**src/rtl/reg_file_alu_pkg.sv**
```systemverilog
// Shared widths and the ALU operation encoding for the register-file/ALU slice.
package reg_file_alu_pkg;

  localparam int DATA_W = 8;
  localparam int ADDR_W = 4;

  typedef enum logic [1:0] {
    ALU_AND   = 2'b00,
    ALU_PASSB = 2'b01,
    ALU_ADD   = 2'b10,
    ALU_SUB   = 2'b11
  } alu_op_t;

endpackage

```
**src/rtl/reg_file_alu_alu.sv**
```systemverilog
// Purely combinational ALU: AND, pass-B, and modulo-2**W add/subtract.
module alu
  import reg_file_alu_pkg::*;
#(
  parameter int W = reg_file_alu_pkg::DATA_W
) (
  input  logic [W-1:0] a,
  input  logic [W-1:0] b,
  input  alu_op_t      op,
  output logic [W-1:0] y
);

  always_comb begin
    // NOTE: every output of a combinational block gets a default first, so no path leaves it unassigned and infers a latch.
    y = '0;
    unique case (op)
      ALU_AND:   y = a & b;
      ALU_PASSB: y = b;
      ALU_ADD:   y = a + b;   // carry out is dropped by the W-bit target
      ALU_SUB:   y = a - b;   // borrow wraps to 2**W - n
      default:   y = '0;
    endcase
  end

endmodule

```
**src/rtl/reg_file_alu.sv**
```systemverilog
// 16 x 8 register file with two combinational read ports and one write port,
// feeding an ALU whose result is both the block output and the write-back data.
module reg_file_alu
  import reg_file_alu_pkg::*;
#(
  parameter int DATA_W = reg_file_alu_pkg::DATA_W,
  parameter int ADDR_W = reg_file_alu_pkg::ADDR_W
) (
  input  logic              clk,
  input  logic              reset,
  input  logic [ADDR_W-1:0] RA1,
  input  logic [ADDR_W-1:0] RA2,
  input  logic [ADDR_W-1:0] WA,
  input  logic [DATA_W-1:0] external_data_in,
  input  logic              RegWrite,
  input  logic              ALUSrc,
  input  logic [1:0]        ALUControl,
  output logic [DATA_W-1:0] ALUResult
);

  localparam int DEPTH = 1 << ADDR_W;

  logic [DATA_W-1:0] regs_q [DEPTH];
  logic [DATA_W-1:0] regs_d [DEPTH];

  logic [DATA_W-1:0] rd1;
  logic [DATA_W-1:0] rd2;
  logic [DATA_W-1:0] op_b;

  // Register 0 is never written, so after reset it reads zero forever.
  assign rd1  = regs_q[RA1];
  assign rd2  = regs_q[RA2];
  assign op_b = ALUSrc ? external_data_in : rd2;

  alu #(.W(DATA_W)) u_alu (
    .a  (rd1),
    .b  (op_b),
    .op (alu_op_t'(ALUControl)),
    .y  (ALUResult)
  );

  always_comb begin
    regs_d = regs_q;
    if (RegWrite && (WA != '0)) begin
      regs_d[WA] = ALUResult;
    end
  end

  // NOTE: this array is reset because the datapath must read all-zero registers right after reset;
  // storage with no such requirement would be left unreset so it can map onto RAM.
  always_ff @(posedge clk or posedge reset) begin
    if (reset) begin
      for (int i = 0; i < DEPTH; i++) begin
        // NOTE: sequential state uses non-blocking assignment so every flop samples pre-edge values.
        regs_q[i] <= '0;
      end
    end else begin
      regs_q <= regs_d;
    end
  end

endmodule

```
**config.mk**
```make
export PLATFORM = sky130hd
export DESIGN_NAME = reg_file_alu
export DESIGN_NICKNAME = d
export VERILOG_FILES = /design/src/rtl/reg_file_alu_pkg.sv /design/src/rtl/reg_file_alu_alu.sv /design/src/rtl/reg_file_alu.sv
export SDC_FILE = /design/constraint.sdc
export NUM_CORES = 1
export LEC_CHECK = 0
export BUFFER_PORTS_ARGS = -buffer_cell sky130_fd_sc_hd__buf_4
export CAP_MARGIN = 20
export CORE_MARGIN = 10
export CORE_UTILIZATION = 62
export DETAILED_ROUTE_END_ITERATION = 6
export HOLD_SLACK_MARGIN = 0.08
export PLACE_DENSITY_LB_ADDON = 0.12
export RECOVER_POWER = 25
export SYNTH_ARGS = -nofsm -noshare
export SYNTH_HDL_FRONTEND = slang
export SYNTH_SLANG_ARGS = --single-unit
```
**constraint.sdc**
```tcl
create_clock -name clk -period 7.8 [get_ports clk]
set_clock_uncertainty 0.2 [all_clocks]
set_input_delay 1.17 -clock clk [delete_from_list [all_inputs] [get_ports clk]]
set_output_delay 1.17 -clock clk [all_outputs]
set_load 0.03 [all_outputs]
```
Word level (Yosys, flattened, before mapping)
Index checks and enable logic that the tools add are counted.
Word-level totals
  register bits after elaboration: 128
  output and inout bits: 8
Cells by class
  add/subtract/negate cells: 2
  $lt $le $gt $ge: 4
  eq/ne operators: 3
  muxes and demuxes: 11
  bitwise operators: 4
  reductions and logical operators: 4
Operators with widths (number)
  128-bit bitwise mux: 1
  8-bit binary-select mux with 4-bit select: 2
  8-bit 2-to-1 mux: 6
  8-bit demux with 4-bit select: 1
  8-bit one-hot mux with 4 select lines: 1
  5-bit >= comparator, second input constant: 3
  4-bit inverter with 5-bit output: 3
  8-bit adder: 1
  8-bit bitwise AND: 1
  8-bit subtractor: 1
  5-bit by 1-bit < comparator with 1-bit output, second input constant: 1
  2-bit equality test, second input constant: 2
  4-bit nonzero test: 1
  2-bit by 1-bit equality test with 1-bit output, second input constant: 1
  1-bit logical AND: 2
  2-bit zero test: 1

Depth between registers and ports, before layout
Gate-level depths: netlist of run 1.
  depth after elaboration: 8
  gate-level depth with buffers: 21
  depth with buffers taken out: 18

Cells and area by module
From an unflattened synthesis of run 1, not the netlist that was laid out.
Unflattened totals
  cell total of the unflattened synthesis: 512
  area total of the unflattened synthesis: 7498.4 um^2
By module, submodules not included
  reg_file_alu: times used 1, cells an instance 423, area each 6907.9 um^2, sequential area each 3203.1 um^2
  alu: times used 1, cells an instance 89, area each 590.6 um^2, sequential area each 0.0 um^2

Worst setup path before layout of run 1
No wires, ideal clock.
  path type: input to output
  from: in RA2[0]
  to: out ALUResult[7]
  arrival time: 5.115 ns
  slack: 1.315 ns
  stages: 20
  path buffers: 3
  cell sequence: buf_6 -> buf_6 -> mux4_2 -> mux4_2 -> mux2_2 -> inv_1 -> ha_1 -> nand2_1 -> o21ai_0 -> inv_1 -> ha_1 -> nor2b_1 -> o21ai_0 -> a21boi_0 -> o21ai_0 -> a21oi_1 -> or2_2 -> o211a_2 -> nor4_4 -> buf_6
On the way
  longest elaborated chain between the ends: 7
  elaborated cells on any way between the ends: 9
  those cells by class: add/sub (2); mux (5); bitwise (2)
Ends and longest elaborated chain
  from (decl): RTL line reg_file_alu.sv:12  | input logic [ADDR_W-1:0] RA2,
  4-bit inverter with 5-bit output (not written as such) *: RTL line reg_file_alu.sv:32  | assign rd2 = regs_q[RA2];
  8-bit binary-select mux with 4-bit select *: RTL line reg_file_alu.sv:32
  8-bit 2-to-1 mux (not written as such) * (2 in series): RTL line reg_file_alu.sv:32
  8-bit 2-to-1 mux *: RTL line reg_file_alu.sv:33  | assign op_b = ALUSrc ? external_data_in : rd2;
  8-bit subtractor, or another cell as far along: RTL line reg_file_alu_alu.sv:20  | ALU_SUB: y = a - b;
  8-bit one-hot mux with 4 select lines *: RTL line reg_file_alu_alu.sv:16  | unique case (op)
  to (decl): RTL line reg_file_alu.sv:18  | output logic [DATA_W-1:0] ALUResult
Mark *: on every way between the ends. The rest lies on a longest branch, timed or not. The select of a mux whose other input is x is not followed.

Worst setup path in the final report of run 1
Same ends and word-level chain as after synthesis.

==> flow_summary.json, run 1 <==
{
  "hold_depth": 0,
  "netlist_area_sq_mm": 0.00764,
  "regMostFlops": "regs_q",
  "max_slew_margin_pct": -78.3,
  "power.density_mw_per_mm2": 379,
  "nFillCells": 832,
  "outcome": "finished, violations left",
  "route.antenna.remaining_nets": 0,
  "synth_nets": 692,
  "num_vias": 5475,
  "die_w_microns": 131,
  "maxCapViolCount": 1,
  "finalHoldViolations": 0,
  "antenna_found_initial": 0,
  "grt_pass1_wl_mm": 31.7,
  "clock_path_buffers": 2,
  "track_usage_pct": 25.1,
  "synth_top_area_share_pct": 41.9,
  "grt_max_degree": 70,
  "synthTopCellsByArea": "dfrtp_1 42%, mux4_2 17%, mux2_2 7.1%",
  "clock_latency_ns": 0.43,
  "drt_pre_antenna_iters": 5,
  "cts-htree-levels": 4,
  "antenna_cells": 0,
  "end_kind": "output port",
  "overflow": 0,
  "grt_pass1_vias": 5628,
  "violations": "capacitance limit, slew limit",
  "yosys_register_bits": 128,
  "cts_hold_buf": 0,
  "fin_crit_ns": 6.91,
  "nets": 703,
  "dpl.hpwl_mm": 13.6,
  "vdd_drop_max_uv": 221,
  "start_util_pct": 63.4,
  "synth-warning-count": 0,
  "core_sq_mm": 0.0121,
  "postCtsSetupRepairBufs": 0,
  "setup.worst_path.start_class": "input pin",
  "ioPinCount": 34,
  "criticalPathCategory": "input pin to output port",
  "path_common_cell": "o21ai_0",
  "fp-row-count": 40,
  "path_max_fanout": 17,
  "setup_viol": 0,
  "cts_tree": "yes",
  "cts.repair.resized": 0,
  "cts_sinks": 128,
  "tightest_slew_ns": 2.66,
  "syn_to_final_growth_pct": 11.5,
  "portBuffers": 33,
  "required_ns": 6.43,
  "synthTopCellsByCount": "128 x dfrtp_1, 76 x nor2_1, 60 x a21oi_1",
  "fin_tns_setup_ns": 0,
  "clk_pin_slew_ns": 0.06,
  "synth_most_common_cell": "dfrtp_1",
  "die_area_sq_mm": 0.0172,
  "layout-drive-gt1-share_pct": 29.7,
  "postSynthCellCount": 656,
  "vias_per_cell": 6.46,
  "path_cells": "buf_4 > mux4_2 > mux4_2 > mux2_2 > inv_1 > ha_1 > nand2_1 > o21ai_0 > inv_1 > ha_1 > nor2b_1 > o21ai_0 > a21boi_0 > o21ai_0 > a21oi_1 > or2_2 > o211a_2 > nor4_4 > buf_4",
  "synth-edff-count": 0,
  "dpl_cell_area_sq_mm": 0.00792,
  "power_leakage_nw": 3.70,
  "synth.yosys.seq_area_share_pct": 41.9,
  "fin_area_sq_mm": 0.00853,
  "place.gp.congestion": 0.891,
  "hold_class": "flop to flop",
  "yosysUniqueCellTypes": 58,
  "arrival_ns": 5.54,
  "synthArstFlopShare_pct": 100,
  "top_regs": "regs_q x128",
  "clock-root-buffer": "clkbuf_16",
  "synthFlopType": "dfrtp_1",
  "cts_buffers": 17,
  "drt_iter0_drc": 572,
  "reg2reg_depth": 19,
  "rsz0062_at_grt": "no",
  "max_stage_delay_ns": 0.56,
  "routed_wl_mm": 20.3,
  "drv_slew": 61,
  "avgSynthCellArea_sq_um": 11.7,
  "critPathSlowestCell": "mux4_2",
  "route.detailed.drc": 0,
  "finalCritPeriodShare_pct": 88.6,
  "wire_per_inst_microns": 23.9,
  "final_util_pct": 70.7,
  "fmax_ghz": 0.145,
  "die_h_microns": 131,
  "largest_reg_flops": 128,
  "synth_top_cell_by_area": "dfrtp_1"
}
==> per-stage QoR <==
step                worst slack, ns  std cells  power (mW)  hold WS, ns
finish                        0.889        848        3.23        0.200
global placement              0.967        815        2.34        0.180
CTS                           0.890        848        3.22        0.199
detailed placement            0.914        816        2.39        0.186
global route                  0.547        848        3.41        0.208
floorplan                      1.32        656        2.03        0.238
==> final timing paths <==
kind	slack, ns	startpoint	endpoint
min reg2reg	0.20	regs_q[122]	regs_q[122]
min	0.20	regs_q[122]	regs_q[122]
max	0.89	RA2[0]	ALUResult[7]
max in group asynchronous	4.33	reset	regs_q[96]
min in group asynchronous	1.28	reset	regs_q[55]
max reg2reg	2.87	regs_q[0]	regs_q[23]
==> placed cells by master (no fill, tap or decap), types with 2 or more instances in the layout <==
cell type / synthesis / routed
nand3_1: 6 / 6
a21boi_0: 2 / 2
inv_1: 16 / 15
buf_4: 5 / 50
mux4_1: 10 / 10
nor2b_1: 6 / 6
o21ai_1: 14 / 14
o31ai_1: 2 / 2
or3_1: 3 / 3
bufinv_16: 0 / 3
nand2b_1: 6 / 6
a21o_1: 2 / 2
a21oi_1: 60 / 60
o21ai_0: 35 / 35
ha_1: 9 / 9
clkbuf_1: 32 / 2
mux2_2: 48 / 48
mux2i_1: 17 / 17
nand3b_1: 2 / 2
or3b_1: 2 / 2
clkinv_2: 0 / 5
nor3_1: 6 / 6
a22oi_1: 6 / 6
mux4_2: 58 / 58
xor2_1: 3 / 3
clkbuf_8: 4 / 3
dfrtp_1: 128 / 128
clkbuf_16: 0 / 17
nor2_1: 76 / 76
nand2_1: 46 / 46
xnor2_1: 6 / 6
==> power breakdown <==
group / switching, mW / internal, mW / total [mW]
combinational: 0.643 / 0.616 / 1.26
clock: 0.293 / 0.526 / 0.819
sequential: 0.222 / 0.936 / 1.16
==> per-layer routing <==
layer / global-route usage (%) / vias up / part of all wire, %
met5: 0 / - / 0
met4: 10.6 / 0 / 3.3
met3: 8.06 / 59 / 9.1
met2: 38.8 / 262 / 47
met1: 32.2 / 2725 / 40
li1: - / 2429 / -
==> logic make-up after synthesis <==
group                    count (synthesis)  synth area share (%)
multiplexers                           135                  30.3
flip-flops                             128                  41.9
AND/OR/NAND/NOR                        161                  9.39
XOR/XNOR                                 9                  1.03
buffers and inverters                   77                  5.17
AO/OA/AOI/OAI                          136                  10.5
adder cells (fa/ha/maj)                 10                  1.73
==> worst max-delay path: cells and delay by family <==
family          cells  cell delay [ns]
compound gates      6             1.02
fa+ha+maj           2             0.42
buf+inv             4             0.63
mux                 3             1.34
simple gates        4             0.95
==> final cells by class <==
type | count | area, sq um | area share, %
clock buffers | 22 | 474 | 5.56
clock inverters | 10 | 133 | 1.56
inverters | 17 | 65.1 | 0.763
multi-input cells | 451 | 4050 | 47.5
flip-flops and latches | 128 | 3200 | 37.6
well taps | 168 | 210 | 2.47
repair buffers | 52 | 394 | 4.62
Power figures use the tool's default switching activity.
==> inputs of run 2 (changes only) <==
- CORE_ASPECT_RATIO: not set -> 1.1
==> run 2 against run 1 <==
  * The run still ends with capacitance limit, slew limit left
  * Clock power is 8.9% lower
  * First-iteration DRC count fell by 3.3%
  * Cell area decreased by 0.41%
  * Critical path type unchanged
  * Largest cell class unchanged
==> flow_summary.json, run 2 (same netlist as run 1, synthesis figures left out) <==
{
  "max_slew_margin_pct": -20.8,
  "power_frac_seq_pct": 36.6,
  "rsz0062_at_grt": "no",
  "setup.worst_path.start_class": "input pin",
  "vdd_drop_max_uv": 281,
  "required_ns": 6.43,
  "postCtsSetupRepairBufs": 0,
  "die_h_microns": 136,
  "die_area_sq_mm": 0.0172,
  "critPathBufInv": 4,
  "cts-htree-levels": 4,
  "routed_wl_mm": 20.4,
  "antenna_cells": 0,
  "multi_input_area_sq_mm": 0.00405,
  "fin_tns_setup_ns": 0,
  "nets": 706,
  "largest_reg_flops": 128,
  "syn_to_final_growth_pct": 11.1,
  "core_sq_mm": 0.0120,
  "clock-root-buffer": "clkbuf_16",
  "overflow": 0,
  "path_cells": "buf_4 > mux4_2 > mux4_2 > mux2_2 > inv_1 > ha_1 > nand2_1 > o21ai_0 > inv_1 > ha_1 > nor2b_1 > o21ai_0 > a21boi_0 > o21ai_0 > a21oi_1 > or2_2 > o211a_2 > nor4_4 > buf_4",
  "top_regs": "regs_q x128",
  "criticalPathCategory": "input pin to output port",
  "cts_tree": "yes",
  "drt_iter0_drc": 553,
  "grt_pass1_vias": 5530,
  "p_comb_share_pct": 39.7,
  "outcome": "finished, violations left",
  "maxCapViolCount": 1,
  "clock_path_buffers": 2,
  "power.density_mw_per_mm2": 372,
  "clk_pin_slew_ns": 0.05,
  "finalHoldViolations": 0,
  "layout_common_cells": "128 x dfrtp_1, 76 x nor2_1, 60 x a21oi_1, 58 x mux4_2, 51 x buf_4",
  "critPathSlowestCell": "mux4_2",
  "r2r_start": "regs_q[56]",
  "fp-row-count": 42,
  "ioPinCount": 34,
  "path_common_cell": "o21ai_0",
  "final_common_cell": "dfrtp_1",
  "worst_slack_ns": 0.744,
  "cts_hold_buf": 0,
  "preCtsSetupSlack_ns": 0.803,
  "tightest_slew_ns": 1.80,
  "switching_share_pct": 35.6,
  "portBuffers": 33,
  "fmax_ghz": 0.142,
  "setup_viol": 0,
  "track_usage_pct": 24.4,
  "hold_class": "flop to flop",
  "antenna_found_initial": 0,
  "die_w_microns": 126,
  "cts.repair.resized": 0,
  "drv_slew": 42,
  "cts_buffers": 17,
  "layout-drive-gt1-share_pct": 29.6,
  "violations": "capacitance limit, slew limit",
  "p_clk_share_pct": 23.6,
  "crit_start": "RA2[0]",
  "finalCritPeriodShare_pct": 90.5,
  "wire_per_inst_microns": 24.5,
  "seq_area_sq_mm": 0.00320,
  "critPathTopFamily": "multiplexers",
  "grt_pass1_wl_mm": 31.7,
  "power_switching_mw": 1.13,
  "stdcell_count": 834,
  "place.gp.congestion": 0.861,
  "num_vias": 5612,
  "regMostFlops": "regs_q",
  "end_kind": "output port",
  "start_util_pct": 63.5,
  "clock_latency_ns": 0.42,
  "route.antenna.remaining_nets": 0,
  "drt_pre_antenna_iters": 5,
  "internal_power_mw": 2.03,
  "min-delay-start": "regs_q[120]",
  "grt_max_degree": 89,
  "nFillCells": 823,
  "path_max_fanout": 17,
  "dpl.hpwl_mm": 13.5,
  "vias_per_cell": 6.73,
  "fin_crit_ns": 7.06,
  "cts_sinks": 128,
  "place_inst": 804,
  "power_leakage_nw": 3.69,
  "max_stage_delay_ns": 0.58,
  "route.detailed.drc": 0,
  "arrival_ns": 5.69,
  "whs_ns": 0.198
}
[run 2: changes by cell type in the layout (fill, tap and decap cells not counted), sizes merged]
| cell | before | now |
|---|---|---|
| buf | 51 | 53 |
| bufinv | 3 | 2 |
| inv | 16 | 15 |
[run 2: area by class of cell]
type | count | area share [%]
inverter | 17 | 0.766
sequential | 128 | 37.7
clock buffer | 21 | 5.42
clock inverter | 8 | 1.06
timing repair buffer | 55 | 5.10
tap | 154 | 2.27
multi-input combinational | 451 | 47.7
[run 2: final timing paths]
kind,endpoint,slack (ns),cells past startpoint
min in group asynchronous,regs_q[20],1.01,2
setup / recovery,ALUResult[7],0.74,19
max in group asynchronous,regs_q[99],4.50,4
setup reg to reg,regs_q[79],2.77,19
hold / removal,regs_q[120],0.20,0
hold reg to reg,regs_q[120],0.20,0
[run 2: through the flow]
step / instance area [sq um] / total power, mW / utilization [%]
floorplan: 7640 / 2.03 / -
global placement: 7910 / 2.33 / 65.7
detailed placement: 7920 / 2.39 / 65.8
CTS: 8470 / 3.15 / 70.4
global route: 8490 / 3.34 / 70.6
finish: 8490 / 3.16 / 70.6
[run 2: power groups by stage]
stage               Sequential (mW)  Combinational, mW  Clock (mW)
floorplan                      1.07              0.957           0
global placement               1.13               1.20           0
detailed placement             1.15               1.23           0
CTS                            1.15               1.25       0.754
global route                   1.19               1.37       0.789
finish                         1.16               1.25       0.746
[run 2: layer usage]
metal	GRT usage, %	vias up	routed length, microns
met5	0	-	0
met4	12.2	0	736
li1	-	2431	-
met3	7.21	50	1850
met2	37.9	284	9740
met1	30.6	2847	8060
[run 2: worst register-to-register path, stage by stage (launching register included)]
cell	delay (ns)
dfrtp_1	0.43
mux4_2	0.47
mux4_2	0.48
mux2_2	0.32
inv_1	0.06
ha_1	0.22
nand2_1	0.06
o21ai_0	0.15
inv_1	0.10
ha_1	0.22
nor2b_1	0.13
o21ai_0	0.18
a21boi_0	0.14
o21ai_0	0.29
a21oi_1	0.15
or2_2	0.34
o211a_2	0.14
nor4_4	0.44
buf_4	0.28
mux2_2	0.18
